### src/rtl/mips_mem_pkg.sv
// Shared types for the store read-modify-write block.
// Latency: n/a (types only).
// Backpressure: n/a (types only).
package mips_mem_pkg;

    localparam int MEM_DATA_W = 32;

    // The encoding matches the raw 2-bit size input, so the input can be cast directly.
    typedef enum logic [1:0] {
        WORD    = 2'b00,
        HALF    = 2'b01,
        BYTE_HI = 2'b10,
        BYTE_LO = 2'b11
    } size_t;

    typedef enum logic [2:0] {
        IDLE  = 3'd0,
        READ  = 3'd1,
        WAIT  = 3'd2,
        WRITE = 3'd3,
        DONE  = 3'd4
    } state_t;

endpackage

### src/rtl/store_lane_merge.sv
// Merges new store data into an old memory word according to store size.
// Latency: purely combinational, zero cycles.
// Backpressure: none; the output follows the inputs.
//
// Ports:
//   size   - store width (WORD, HALF, BYTE_HI, BYTE_LO)
//   old    - word previously read from memory
//   wdata  - source register value; only its low byte/halfword is used for sub-word stores
//   merged - word to be written back
module store_lane_merge
    import mips_mem_pkg::*;
(
    input  logic [1:0]  size,
    input  logic [31:0] old,
    input  logic [31:0] wdata,
    output logic [31:0] merged
);

    always_comb begin
        merged = wdata;
        case (size_t'(size))
            WORD:    merged = wdata;
            HALF:    merged = {old[31:16], wdata[15:0]};
            // The high lane takes the low byte of the source, not wdata[31:24].
            BYTE_HI: merged = {wdata[7:0], old[23:0]};
            BYTE_LO: merged = {old[31:8], wdata[7:0]};
            default: merged = wdata;
        endcase
    end

endmodule

### src/rtl/store_merge_rmw.sv
// Store unit: word stores write directly; sub-word stores read, merge and write back.
// Latency: done arrives 2 cycles after the start edge for words, 4 for sub-words.
// Backpressure: none queued; start is ignored while busy.
//
// Ports:
//   clk, reset        - clock and synchronous active-high reset
//   start, size,
//   addr, wdata       - request; sampled only in IDLE
//   mem_rdata         - read data, valid the cycle after a read address
//   mem_addr, mem_wdata,
//   mem_wr            - memory interface; mem_wr pulses once per store
//   busy, done        - status; done is a one-cycle completion pulse
module store_merge_rmw
    import mips_mem_pkg::*;
#(
    parameter int DATA_W = 32
) (
    input  logic              clk,
    input  logic              reset,
    input  logic              start,
    input  logic [1:0]        size,
    input  logic [DATA_W-1:0] addr,
    input  logic [DATA_W-1:0] wdata,
    input  logic [DATA_W-1:0] mem_rdata,
    output logic [DATA_W-1:0] mem_addr,
    output logic [DATA_W-1:0] mem_wdata,
    output logic              mem_wr,
    output logic              busy,
    output logic              done
);

    state_t            state_q, state_d;
    logic [DATA_W-1:0] addr_q;
    logic [DATA_W-1:0] wdata_q;
    logic [DATA_W-1:0] old_q;
    logic [1:0]        size_q;
    logic              accept;
    logic              capture;
    logic [DATA_W-1:0] merged;

    // Single clocked process: state plus every operand register.
    always_ff @(posedge clk) begin
        if (reset) begin
            state_q <= IDLE;
            addr_q  <= '0;
            wdata_q <= '0;
            old_q   <= '0;
            size_q  <= 2'b00;
        end else begin
            state_q <= state_d;
            if (accept) begin
                addr_q  <= addr;
                wdata_q <= wdata;
                size_q  <= size;
            end
            if (capture) begin
                old_q <= mem_rdata;
            end
        end
    end

    always_comb begin
        state_d = state_q;
        accept  = 1'b0;
        capture = 1'b0;
        mem_wr  = 1'b0;
        done    = 1'b0;
        busy    = 1'b1;
        case (state_q)
            IDLE: begin
                busy = 1'b0;
                if (start) begin
                    accept  = 1'b1;
                    state_d = (size_t'(size) == WORD) ? WRITE : READ;
                end
            end
            READ: state_d = WAIT;
            WAIT: begin
                capture = 1'b1;
                state_d = WRITE;
            end
            WRITE: begin
                mem_wr  = 1'b1;
                state_d = DONE;
            end
            DONE: begin
                done    = 1'b1;
                state_d = IDLE;
            end
            default: state_d = IDLE;
        endcase
    end

    // The latched address is presented in every state. It is zero after reset,
    // and it is the correct address during both READ and WRITE.
    assign mem_addr = addr_q;

    // Driven continuously from registers, so it is never X; it matters only in WRITE.
    // For word stores old_q is stale, but the merge ignores it.
    store_lane_merge u_merge (
        .size   (size_q),
        .old    (old_q),
        .wdata  (wdata_q),
        .merged (merged)
    );

    assign mem_wdata = merged;

endmodule

### config.mk
export PLATFORM = sky130hd
export DESIGN_NAME = store_merge_rmw
export DESIGN_NICKNAME = d
export VERILOG_FILES = /design/src/rtl/mips_mem_pkg.sv /design/src/rtl/store_lane_merge.sv /design/src/rtl/store_merge_rmw.sv
export SDC_FILE = /design/constraint.sdc
export NUM_CORES = 1
export LEC_CHECK = 0
export ABC_AREA = 1
export CORE_ASPECT_RATIO = 1.75
export CORE_MARGIN = 4
export CORE_UTILIZATION = 46
export DETAILED_ROUTE_END_ITERATION = 8
export PLACE_DENSITY = 0.91
export SKIP_LAST_GASP = 1
export SYNTH_ARGS = -nofsm -noshare
export SYNTH_HDL_FRONTEND = slang
export SYNTH_SLANG_ARGS = --single-unit
export TNS_END_PERCENT = 10
### constraint.sdc
create_clock -name clk -period 1.6 [get_ports clk]
set_clock_uncertainty 0.1 [all_clocks]
set_input_delay 0.32 -clock clk [delete_from_list [all_inputs] [get_ports clk]]
set_output_delay 0.32 -clock clk [all_outputs]
set_load 0.02 [all_outputs]
Word level (Yosys, flattened, before mapping)
Index checks and enable logic that the tools add are counted.

Register bits after elaboration: 101. Bits in latches: 0. Memory bits (writable): 0. Bits in read-only memories: 0. Input bits: 101. Memories: 0.

Add/sub/neg operators: 0. Multiply operators: 0. Div/mod/pow operators: 0. Order comparisons: 0. Equality and inequality tests: 8. Shift-type cells: 0. Muxes and demuxes: 10. Bitwise gates (word level): 0. Reductions and logical operators: 3.

Operators with widths (count): one-hot mux 32 bit (4 select lines) (1); one-hot mux 3 bit (4 select lines) (1); == test 3 x 2 -> 1 bit, second input constant (2); two-way mux 1 bit (6); == test 2 bit, second input constant (2); zero test 2 bit (2); == test 3 x 1 -> 1 bit, second input constant (1); == test 3 bit, second input constant (1); zero test 3 bit (1); two-way mux 3 bit (1); == test 2 x 1 -> 1 bit, second input constant (1); two-way mux 2 bit (1); inequality test 2 bit, second input constant (1).

Logic depth before layout (Yosys ltp)
Depth in word-level cells: 4. Gate-level depth with buffers: 7. Gate-level depth less buffers: 5.

Cells and area by module
A second synthesis with hierarchy kept.

Cell total of the unflattened synthesis: 838. Area total of the unflattened synthesis: 5143.7 um^2.

Modules (own cells, without submodules): store_merge_rmw (instances 1, cells each 723, area an instance 4603.2 um^2, seq. area each 2021.9 um^2); store_lane_merge (instances 1, cells each 115, area an instance 540.5 um^2, seq. area each 0.0 um^2).

Worst setup path before layout
OpenSTA, ideal clock, no wires.

Kind: reg-to-output. Start point: reg size_q[1]. End point: out mem_wdata[16]. Data arrival time: 1.272 ns. Required time: 1.180 ns. Slack: -0.092 ns. Cell stages (with the launch flop): 6. Cells stage by stage: dfxtp_1 buf_2 nor2_1 buf_2 nor2_1 a21oi_1.

Cells in the longest elaborated chain, start to end: 2. Elaborated cells on any way between the ends: 5. Classes of those cells: eq/ne (3); mux (1); reduce/logical (1).

RTL lines: start: declaration (RTL line store_merge_rmw.sv:36) `logic [1:0] size_q;`; start signal: assignment (RTL line store_merge_rmw.sv:54) `size_q <= size;`; == test 2 bit, or another cell as far along (RTL line store_lane_merge.sv:21) `case (size_t'(size))`; one-hot mux 32 bit (4 select lines) (*) (RTL line store_lane_merge.sv:21); end: declaration (RTL line store_merge_rmw.sv:26) `output logic [DATA_W-1:0] mem_wdata,`.

Every way passes the cells marked *; elsewhere a longest branch is shown, timed or not.

Worst setup path after layout
Start point: reg size_q[1]. End point: out mem_wdata[3].

Same word-level chain as after synthesis.

==> reports/qor.txt <==
core area - 0.0106 mm2
drt pass-1 iters - 4
CTS H-Tree Depth - 3
Clk pwr share - 0.309
hold-critical path endpoint - old_q[13]$_SDFFE_PP0P_
Synth top area share - 0.405
sequential share of power - 0.381
r2r worst-path depth - 6
full die area - 0.0126 mm2
PortBufs - 167
synthesis-stage register bit count - 101
final instance area - 0.00728 mm2
hold_ws - 387 ps
crit path max fanout - 8
CP startpoint kind - flop
Max-Cap Viols - 0
Initial Util - 0.469
number of global-route vias before repair - 5350
total gr overflow - 0
layout cells sized above 1 - 0.109
vias per cell - 4.86
Final setup violation count - 75
largest net degree at the start of global routing - 48
RSZ-0062 raised after global routing - true
Worst-Skew Late Latency - 340 ps
drt initial violations - 242
outcome - finished, violations left
top layer in use - met4
Die Y - 146 um
Post-CTS Hold Buffers - 0
Cell Rows - 50
Worst VDD drop - 692 uV
RePlAce Congestion - 0.898
Slowest cell on crit path - dfxtp_4
met2 WL post-DR - 8.28 mm
Post-Syn Instances - 812
Leakage Power - 0.00379 uW
Synth Net Count - 913
CP required - 1180 ps
fmax - 543 MHz
first-pass GRT wire length - 24.6 mm
via count - 5380
Final Hold Fails - 0
min cycle time layout - 1840 ps
CTS clock-pin slew for the worst setup and hold paths - 70 ps
Critical Path AT - 1420 ps
DRT antenna net count - 0
Post-Route WL - 15.5 mm
gr usage total - 0.245
Critical Path Sink Type - output port
CTS tree - yes
slowest stage delay, CP - 380 ps
synthesis-to-layout area growth - 45.7%
final worst path period share - 1.15
switching power - 2460 uW
fill count - 879
CP bufs+invs - 3
HP Class - flop to flop
dpl hpwl - 10.8 mm
worst reg-to-reg setup slack - -20 ps
Cells on Worst Hold Path - 2
Worst Setup Slack, final - -240 ps
combinational power share - 0.309
Synth area leader - dfxtp_1
worst r2r dst - wdata_q[7]$_SDFFE_PP0P_
Synth Cell Area - 0.00499 mm2
Net Sw Frac - 0.316
worst r2r src - state_q[2]$_SDFFE_PP0P_
EDFF count, synth - 0
Pint - 5320 uW
PD cells - 1070 mW/mm2
ys flop type - dfxtp_1
Critical Path, Cell by Cell - inv_4, nor2_4, buf_6, nand2_2, o21ai_1, buf_4
Nets - 1072
post-synthesis average cell area - 6.15 um2
placed inst area - 0.00689 mm2
sequential-to-total area share from yosys stat - 0.405
max-slew violation total from the final report - 0
CTS Buf Count - 9
most frequent cells after synthesis - inv_1 (200), nand2_1 (176), nor2_1 (146)
met1 wire length - 5.42 mm
top cells by area in the synthesized netlist - dfxtp_1 (41%), inv_1 (15%), nand2_1 (13%)
I/O pins - 168
root buffer cell - clkbuf_16
failing checks - negative setup slack
Crit Path Class - flop to output port
Tightest Pin Transition - 405 ps
clk buf depth - 2
CP delay by family, top - buffers and inverters
die width - 86.8 um
Post-synth ARST share - 0
Synth warnings - 0
initial antenna violation count - 1
Routed WL per cell - 14.0 um
most frequent cell after synthesis - inv_1
met3 wire len - 834 um
clk sinks - 101
setup TNS - -10010 ps
min-delay src - old_q[13]$_SDFFE_PP0P_
Slew HR - 0.730
DRC - 0
Synth cell types - 17
[timing repair]
action,CTS,global route
endpoints found under the setup margin,78,133
gates cloned,1,1
buffers inserted,1,0
pin swaps,1,2
resized for setup,137,56
hold endpoints to repair,0,0
[power by group through the flow]
stage	sequential (uW)	clock, uW	combinational (uW)
6_report	2970	2410	2410
5_1_grt	3000	2550	2660
4_1_cts	2960	2450	2370
3_5_place_dp	3010	0	2390
3_3_place_gp	3000	0	2340
2_1_floorplan	3080	0	1240
[layout make-up]
type                    instances  area, um2  share of cell area
diodes                          1       2.50            0.000344
clock buffers                  11        253              0.0347
clock inverters                 4       77.6              0.0107
inverters                     202        761               0.105
multi-input cells             457       2060               0.283
flip-flops and latches        101       2030               0.279
well taps                     130        163              0.0224
repair buffers                200       1930               0.265
[how the worst max path moves through the flow]
stage,start,end,slack [ps],cells after the start
after floorplan,size_q[1]$_SDFFE_PP0P_,mem_wdata[17],-90,5
after global placement,size_q[1]$_SDFFE_PP0P_,mem_wdata[4],-380,6
after detailed placement,size_q[1]$_SDFFE_PP0P_,mem_wdata[4],-430,6
after CTS,size_q[0]$_SDFFE_PP0P_,mem_wdata[25],-240,6
after global routing,size_q[1]$_SDFFE_PP0P_,mem_wdata[3],-290,6
final,size_q[1]$_SDFFE_PP0P_,mem_wdata[3],-240,6
[registers in the layout, indices dropped and copies added, names as in the netlist]
register	flops
mem_addr	32
old_q	32
wdata_q	32
state_q	3
size_q	2
[metal layers]
layer,global-route usage,up-vias
met3,0.0453,66
met4,0.168,0
met2,0.442,213
li1,-,2721
met5,0,-
met1,0.244,2380
[worst register-to-register path: stages, from the launching register on]
cell	delay [ps]
dfxtp_1	350
inv_2	110
buf_4	320
buf_4	330
nand4_1	170
nand2_1	110
nor2_1	40
[through the flow]
stage	power (uW)	util	cells	setup slack (ps)
after floorplan	4330	-	812	-91.9
after global placement	5340	0.648	1088	-380
after detailed placement	5400	0.648	1088	-429
after CTS	7780	0.676	1105	-243
after global routing	8210	0.684	1106	-287
final	7790	0.684	1106	-240
[cells in the final DEF, fill, tap and decap left out, drive strengths merged]
cell	synthesis	layout
nor2	147	147
diode	0	1
clkbuf	18	15
a21oi	8	8
clkdlybuf4s15	0	2
nor3	1	1
nand3	9	9
dfxtp	101	101
bufinv	0	2
nand2	176	176
inv	202	204
o21ai	50	50
buf	34	58
nand4	66	66
dlygate4sd2	0	5
clkdlybuf4s50	0	131
[kinds of logic (layout without fill, tap and decap cells)]
kind of cell,count (synthesis),in the layout,synth area share
AND/OR/NAND/NOR,399,399,0.337
buffers and inverters,254,417,0.200
flip-flops,101,101,0.405
AO/OA/AOI/OAI,58,58,0.0581
other,0,1,0
(Power assumes the default switching activity.)
